===== src/rtl/smart_home_pkg.sv =====
// Shared constants and types for the smart-home sensor front end.
//   TEMP_W / FRAME_W : temperature reading width and serial frame width
//   frame_state_e    : serial-frame deserialiser states
//   ST_RESET_DEFAULT : temperature reading presented after reset
package smart_home_pkg;

    localparam int unsigned TEMP_W  = 7;
    localparam int unsigned FRAME_W = 8;

    localparam logic [TEMP_W-1:0] ST_RESET_DEFAULT = 7'd25;

    typedef enum logic [1:0] {
        StIdle,
        StShift,
        StCheck
    } frame_state_e;

    // Even parity over the whole frame: data bits plus parity bit.
    function automatic logic parity_ok(input logic [FRAME_W-1:0] frame);
        return ~(^frame);
    endfunction

endpackage


===== src/rtl/sensor_debounce.sv =====
// Two-flop synchroniser followed by a consecutive-mismatch debouncer for one
// contact input.
//   clk, rst : clock and synchronous active-high reset
//   raw      : asynchronous contact level
//   clean    : registered debounced level
// With FAST_ASSERT set, a synchronised 1 drives the output high immediately;
// the falling edge still needs the full debounce run.
module sensor_debounce #(
    parameter int unsigned DEBOUNCE_CYCLES = 4,
    parameter bit          FAST_ASSERT     = 1'b0
) (
    input  logic clk,
    input  logic rst,
    input  logic raw,
    output logic clean
);

    localparam logic [7:0] CntLast = 8'(DEBOUNCE_CYCLES - 1);

    logic       sync1_q;
    logic       sync_q;
    logic       out_q;
    logic       out_d;
    logic [7:0] cnt_q;
    logic [7:0] cnt_d;

    // Count consecutive mismatching cycles; any agreement clears the run.
    // The count never passes CntLast, so the 8-bit counter cannot wrap.
    always_comb begin
        out_d = out_q;
        cnt_d = 8'd0;
        if (sync_q != out_q) begin
            if (FAST_ASSERT && sync_q) begin
                out_d = 1'b1;
            end else if (cnt_q == CntLast) begin
                out_d = sync_q;
            end else begin
                cnt_d = cnt_q + 8'd1;
            end
        end
    end

    always_ff @(posedge clk) begin
        if (rst) begin
            sync1_q <= 1'b0;
            sync_q  <= 1'b0;
            out_q   <= 1'b0;
            cnt_q   <= 8'd0;
        end else begin
            sync1_q <= raw;
            sync_q  <= sync1_q;
            out_q   <= out_d;
            cnt_q   <= cnt_d;
        end
    end

    assign clean = out_q;

endmodule


===== src/rtl/smart_home_sensor_frontend.sv =====
// Sensor-side front end of the smart-home controller.
//   Clk, Rst                       : clock and synchronous active-high reset
//   raw_fd, raw_rd, raw_w, raw_fa  : asynchronous door/window/fire contacts
//   ts_valid, ts_bit, ts_start     : serial temperature bit strobe, data, frame start
//   SFD, SRD, SW, SFA              : debounced contacts (SFA asserts without debounce)
//   ST                             : last good 7-bit temperature reading
//   st_update                      : one-cycle pulse when ST loads
//   temp_err                       : one-cycle pulse on parity or inter-bit timeout
// Frames are 8 bits MSB first (data 6..0, then even parity). All outputs are registered.
module smart_home_sensor_frontend
    import smart_home_pkg::*;
#(
    parameter int unsigned       DEBOUNCE_CYCLES = 4,
    parameter int unsigned       TIMEOUT_CYCLES  = 64,
    parameter logic [TEMP_W-1:0] ST_RESET        = ST_RESET_DEFAULT
) (
    input  logic              Clk,
    input  logic              Rst,
    input  logic              raw_fd,
    input  logic              raw_rd,
    input  logic              raw_w,
    input  logic              raw_fa,
    input  logic              ts_valid,
    input  logic              ts_bit,
    input  logic              ts_start,
    output logic              SFD,
    output logic              SRD,
    output logic              SW,
    output logic              SFA,
    output logic [TEMP_W-1:0] ST,
    output logic              st_update,
    output logic              temp_err
);

    localparam logic [3:0] LastBit  = 4'(FRAME_W - 1);
    localparam logic [9:0] IdleLast = 10'(TIMEOUT_CYCLES - 1);

    // ------------------------------------------------------------------
    // Contacts
    // ------------------------------------------------------------------
    sensor_debounce #(
        .DEBOUNCE_CYCLES (DEBOUNCE_CYCLES),
        .FAST_ASSERT     (1'b0)
    ) u_db_fd (
        .clk   (Clk),
        .rst   (Rst),
        .raw   (raw_fd),
        .clean (SFD)
    );

    sensor_debounce #(
        .DEBOUNCE_CYCLES (DEBOUNCE_CYCLES),
        .FAST_ASSERT     (1'b0)
    ) u_db_rd (
        .clk   (Clk),
        .rst   (Rst),
        .raw   (raw_rd),
        .clean (SRD)
    );

    sensor_debounce #(
        .DEBOUNCE_CYCLES (DEBOUNCE_CYCLES),
        .FAST_ASSERT     (1'b0)
    ) u_db_w (
        .clk   (Clk),
        .rst   (Rst),
        .raw   (raw_w),
        .clean (SW)
    );

    // Fire alarm is fail-safe: it raises immediately, clears only when debounced.
    sensor_debounce #(
        .DEBOUNCE_CYCLES (DEBOUNCE_CYCLES),
        .FAST_ASSERT     (1'b1)
    ) u_db_fa (
        .clk   (Clk),
        .rst   (Rst),
        .raw   (raw_fa),
        .clean (SFA)
    );

    // ------------------------------------------------------------------
    // Temperature frame deserialiser
    // ------------------------------------------------------------------
    frame_state_e      state_q, state_d;
    logic [FRAME_W-1:0] frame_q, frame_d;
    logic [3:0]         bit_cnt_q, bit_cnt_d;
    logic [9:0]         idle_q, idle_d;
    logic [TEMP_W-1:0]  st_q, st_d;
    logic               upd_q, upd_d;
    logic               err_q, err_d;

    always_comb begin
        state_d   = state_q;
        frame_d   = frame_q;
        bit_cnt_d = bit_cnt_q;
        idle_d    = idle_q;
        st_d      = st_q;
        upd_d     = 1'b0;
        err_d     = 1'b0;

        unique case (state_q)
            StIdle: begin
                idle_d = 10'd0;
                if (ts_valid && ts_start) begin
                    frame_d   = {{(FRAME_W-1){1'b0}}, ts_bit};
                    bit_cnt_d = 4'd1;
                    state_d   = StShift;
                end
            end

            StShift: begin
                if (ts_valid) begin
                    idle_d = 10'd0;
                    if (ts_start) begin
                        // Resynchronise on a new start: drop the partial frame silently.
                        frame_d   = {{(FRAME_W-1){1'b0}}, ts_bit};
                        bit_cnt_d = 4'd1;
                    end else begin
                        frame_d   = {frame_q[FRAME_W-2:0], ts_bit};
                        bit_cnt_d = bit_cnt_q + 4'd1;
                        if (bit_cnt_q == LastBit) begin
                            state_d = StCheck;
                        end
                    end
                end else if (idle_q == IdleLast) begin
                    err_d     = 1'b1;
                    idle_d    = 10'd0;
                    bit_cnt_d = 4'd0;
                    state_d   = StIdle;
                end else begin
                    idle_d = idle_q + 10'd1;
                end
            end

            StCheck: begin
                // Inputs are ignored here; a start bit arriving now is lost.
                if (parity_ok(frame_q)) begin
                    st_d  = frame_q[FRAME_W-1:1];
                    upd_d = 1'b1;
                end else begin
                    err_d = 1'b1;
                end
                bit_cnt_d = 4'd0;
                state_d   = StIdle;
            end

            default: begin
                state_d = StIdle;
            end
        endcase
    end

    always_ff @(posedge Clk) begin
        if (Rst) begin
            state_q   <= StIdle;
            frame_q   <= '0;
            bit_cnt_q <= 4'd0;
            idle_q    <= 10'd0;
            st_q      <= ST_RESET;
            upd_q     <= 1'b0;
            err_q     <= 1'b0;
        end else begin
            state_q   <= state_d;
            frame_q   <= frame_d;
            bit_cnt_q <= bit_cnt_d;
            idle_q    <= idle_d;
            st_q      <= st_d;
            upd_q     <= upd_d;
            err_q     <= err_d;
        end
    end

    assign ST        = st_q;
    assign st_update = upd_q;
    assign temp_err  = err_q;

endmodule


===== config.mk =====
export PLATFORM = sky130hd
export DESIGN_NAME = smart_home_sensor_frontend
export DESIGN_NICKNAME = d
export VERILOG_FILES = /design/src/rtl/smart_home_pkg.sv /design/src/rtl/sensor_debounce.sv /design/src/rtl/smart_home_sensor_frontend.sv
export SDC_FILE = /design/constraint.sdc
export NUM_CORES = 1
export LEC_CHECK = 0
export ABC_AREA = 1
export BUFFER_PORTS_ARGS = -buffer_cell sky130_fd_sc_hd__buf_4
export CORE_MARGIN = 3
export CORE_UTILIZATION = 33
export DETAILED_ROUTE_END_ITERATION = 16
export HOLD_SLACK_MARGIN = 0.08
export PLACE_DENSITY_LB_ADDON = 0.05
export SKIP_LAST_GASP = 1
export SYNTH_ARGS = -nofsm -noshare
export SYNTH_HDL_FRONTEND = slang
export SYNTH_SLANG_ARGS = --single-unit

===== constraint.sdc =====
create_clock -name Clk -period 1.4 [get_ports Clk]
set_input_delay 0.14 -clock Clk [delete_from_list [all_inputs] [get_ports Clk]]
set_output_delay 0.14 -clock Clk [all_outputs]
set_load 0.02 [all_outputs]

==> qor.csv <==
metric,value,unit
top sig layer,met4,
Critical Path End,bit_cnt_q[2],
TritonRoute pass-1 iters,4,
Synth Instances,484,
antenna violations before repair,0,
number of synthesis warnings,0,
min-delay worst type,in -> reg,
part of the power in combinational logic,0.273,
xor/xnor share of the synthesized area,0.0173,
status,completed,
mux share of post-synthesis cell area,0,
Final Cycle Share,0.996,
Synth cell types,30,
filler cell count,1101,
Sw Pwr,0.00169,W
GPL Wtd Cong,0.786,
fin nets,565,
clk_skew,0.00784,ns
Post-Route M1 WL,3740,um
pwr dens,1180,nW/um^2
Pint,0.00362,W
number of synthesized register bits,77,
Boundary Pins,22,
crit path launch type,flip-flop,
R2R Setup Slk,0.006,ns
Area after DPL,4020,um^2
initial drt markers,86,
Post-route DRC,0,
Die ar.,12000,um^2
largest family of logic cells by synthesized area,simple AND/OR/NAND/NOR gates,
Power Total,0.00531,W
Clock Power Share,0.272,
DR vias/cell,4.54,
Final Instance Area,4490,um^2
ANT nets after route,0,
actual slew at the worst max-slew pin,0.316,ns
r2r startpoint,state_q[1],
largest net degree at the start of global routing,16,
layout cells sized above 1,0.265,
Synth Area in Adders,0.0354,
r2r endpoint,bit_cnt_q[2],
"wirelength, routed",7600,um
sequential fraction of the synthesis area,0.436,
Clock Tree Root,clkbuf_8,
routed vias,3113,
gr usage total,0.135,
Area Overhead vs Synth,27.0,%
grt ovf,0,
setup ws final,0.00600,ns
Synth Area in Simple Gates,0.295,
max-cap check violation count,0,
Critical Path AT,1.68,ns
Fin. Hold Viols,0,
fin crit period,1.39,ns
Switching Share,0.318,
RSZ-0062 raised after global routing,yes,
Clock transition at path regs,0.07,ns
WL met2,3560,um
CTS tree,done,
Pins Over Slew Limit,0,
Port Buf Inserts,21,
clock latency on the worst-skew pair,0.34,ns
Max Clk Rate,717,MHz
number of global-route vias before repair,2864,
Leakage,1.78,nW
VDD IR max,530,uV
reg2reg path depth,9,
DP Worst Slack,-0.0567,ns
WP data required,1.68,ns
routed wl met3,224,um
core region area,10400,um^2
complex-gate fraction of the synthesized area,0.121,
final setup violation count,0,
antenna diode count,0,
Synthesized Nets,503,
sequential share of power,0.454,
CTS buffer count,9,
total clock sinks,77,
Mapped Area,3540,um^2
post-synthesis area per instance,7.31,um^2
wire per inst,11.1,um
site row count,37,
CTS max path bufs,2,
height of the die,110,um
Crit Path Class,reg -> reg,
Crit. End Element,flip-flop,
Rel. slew slack,0.788,
first-pass GRT wire length,12700,um
starting density of the core,0.341,
Crit Path Max Fanout,4,
DP HPWL,5320,um
crit path launch,state_q[1],
H-tree depth,3,
die width,110,um
worst max-delay path, cell delays in order, from the launching register on:
cell and delay, ns:
dfxtp_2 0.34, inv_4 0.08, ha_4 0.17, inv_4 0.04, or2_4 0.25, nor2_4 0.14, nand3_1 0.08, nand3_1 0.08
nand2_1 0.06, a21oi_2 0.09
cell usage in the layout, fill, tap and decap left out, drive strengths merged, types with 2 or more instances in the layout:
| cell type | count |
|---|---|
| nand2 | 109 |
| dfxtp | 77 |
| inv | 73 |
| nor2 | 63 |
| buf | 52 |
| a21oi | 43 |
| nand3 | 41 |
| o21ai | 20 |
| clkbuf | 13 |
| ha | 10 |
| nor3 | 9 |
| nand4 | 7 |
| a211oi | 7 |
| xor2 | 6 |
| dlygate4sd3 | 5 |
| nor3b | 4 |
| nand3b | 2 |
| clkinv | 2 |
cells in the mapped netlist:
master,n,share of area
nor4_2,1,0.0035
buf_12,1,0.0057
nand4_1,7,0.012
ha_1,10,0.035
a21oi_1,43,0.061
inv_2,11,0.012
or2_4,1,0.0025
o21ai_0,19,0.027
a31oi_1,1,0.0018
xnor2_1,1,0.0025
nor2_1,59,0.063
buf_2,4,0.0057
clkbuf_1,2,0.0021
nand3_1,40,0.057
o21ai_1,1,0.0014
nand2_2,5,0.0088
a211oi_2,7,0.025
o21a_1,1,0.0021
dfxtp_1,77,0.44
nand3_2,1,0.0028
nor3b_1,4,0.0085
o21bai_2,1,0.0032
nor3_1,9,0.013
xor2_1,6,0.015
nand3b_4,1,0.0057
nor2_2,2,0.0035
inv_1,63,0.067
buf_6,1,0.0032
nand2_1,103,0.11
nor2_4,2,0.0064
worst min-delay path by stage:
stage | from | to | depth (start not counted)
floorplan | raw_fa | u_db_fa.sync1_q | 2
global placement | raw_w | u_db_w.sync1_q | 3
detailed placement | raw_fd | u_db_fd.sync1_q | 3
CTS | Rst | bit_cnt_q[0] | 2
global route | Rst | bit_cnt_q[1] | 2
finish | Rst | bit_cnt_q[1] | 2
layer usage:
layer,vias up,global-route usage
met5,-,0
met4,0,0.0481
met3,6,0.0370
met2,25,0.226
met1,1406,0.167
li1,1676,-
timing repair:
item	4_1_cts	5_1_grt
pin swaps	0	16
endpoints found under the setup margin	25	48
buffers inserted	2	4
gates resized for setup	10	55
hold buffers	5	0
hold endpoints to repair	5	0
gates cloned	1	1
sequential cells by signal, indices dropped and copies added (netlist names), 2 cells and up:
name and count:
u_db_fd.cnt_q 8, u_db_w.cnt_q 8, u_db_fa.cnt_q 8, u_db_rd.cnt_q 8
ST 7, state_q 2, bit_cnt_q 4, frame_q 8
idle_q 10
through the flow:
stage / cells / setup TNS, ns / util / hold slack (ns)
after floorplan: 484 / 0 / - / 0.247
after global placement: 658 / -0.118 / 0.388 / 0.343
after detailed placement: 658 / -0.333 / 0.388 / 0.349
after CTS: 681 / -0.0131 / 0.415 / 0.0977
after global routing: 686 / -0.663 / 0.433 / 0.102
final: 686 / 0 / 0.433 / 0.108
power groups by stage:
stage	logic [W]	clock network (W)	registers, W
after floorplan	0.000871	0	0.00242
after global placement	0.00118	0	0.00243
after detailed placement	0.00119	0	0.00243
after CTS	0.00128	0.00153	0.00239
after global routing	0.00161	0.00161	0.00243
final	0.00145	0.00145	0.00241
cells by family (layout without fill, tap and decap cells):
group / count (synthesis) / after routing
AO/OA/AOI/OAI: 73 / 73
adder cells (fa/ha/maj): 10 / 10
AND/OR/NAND/NOR: 235 / 237
buffers and inverters: 82 / 146
flip-flops: 77 / 77
XOR/XNOR: 7 / 7
layout make-up:
class | count | area, um^2 | area share
inverters | 74 | 297 | 0.0660
multi-input cells | 327 | 1840 | 0.410
clock buffers | 13 | 149 | 0.0331
flip-flops and latches | 77 | 1560 | 0.348
well taps | 136 | 170 | 0.0379
repair buffers | 57 | 460 | 0.102
clock inverters | 2 | 10.0 | 0.00223
Power figures use the tool's default switching activity.
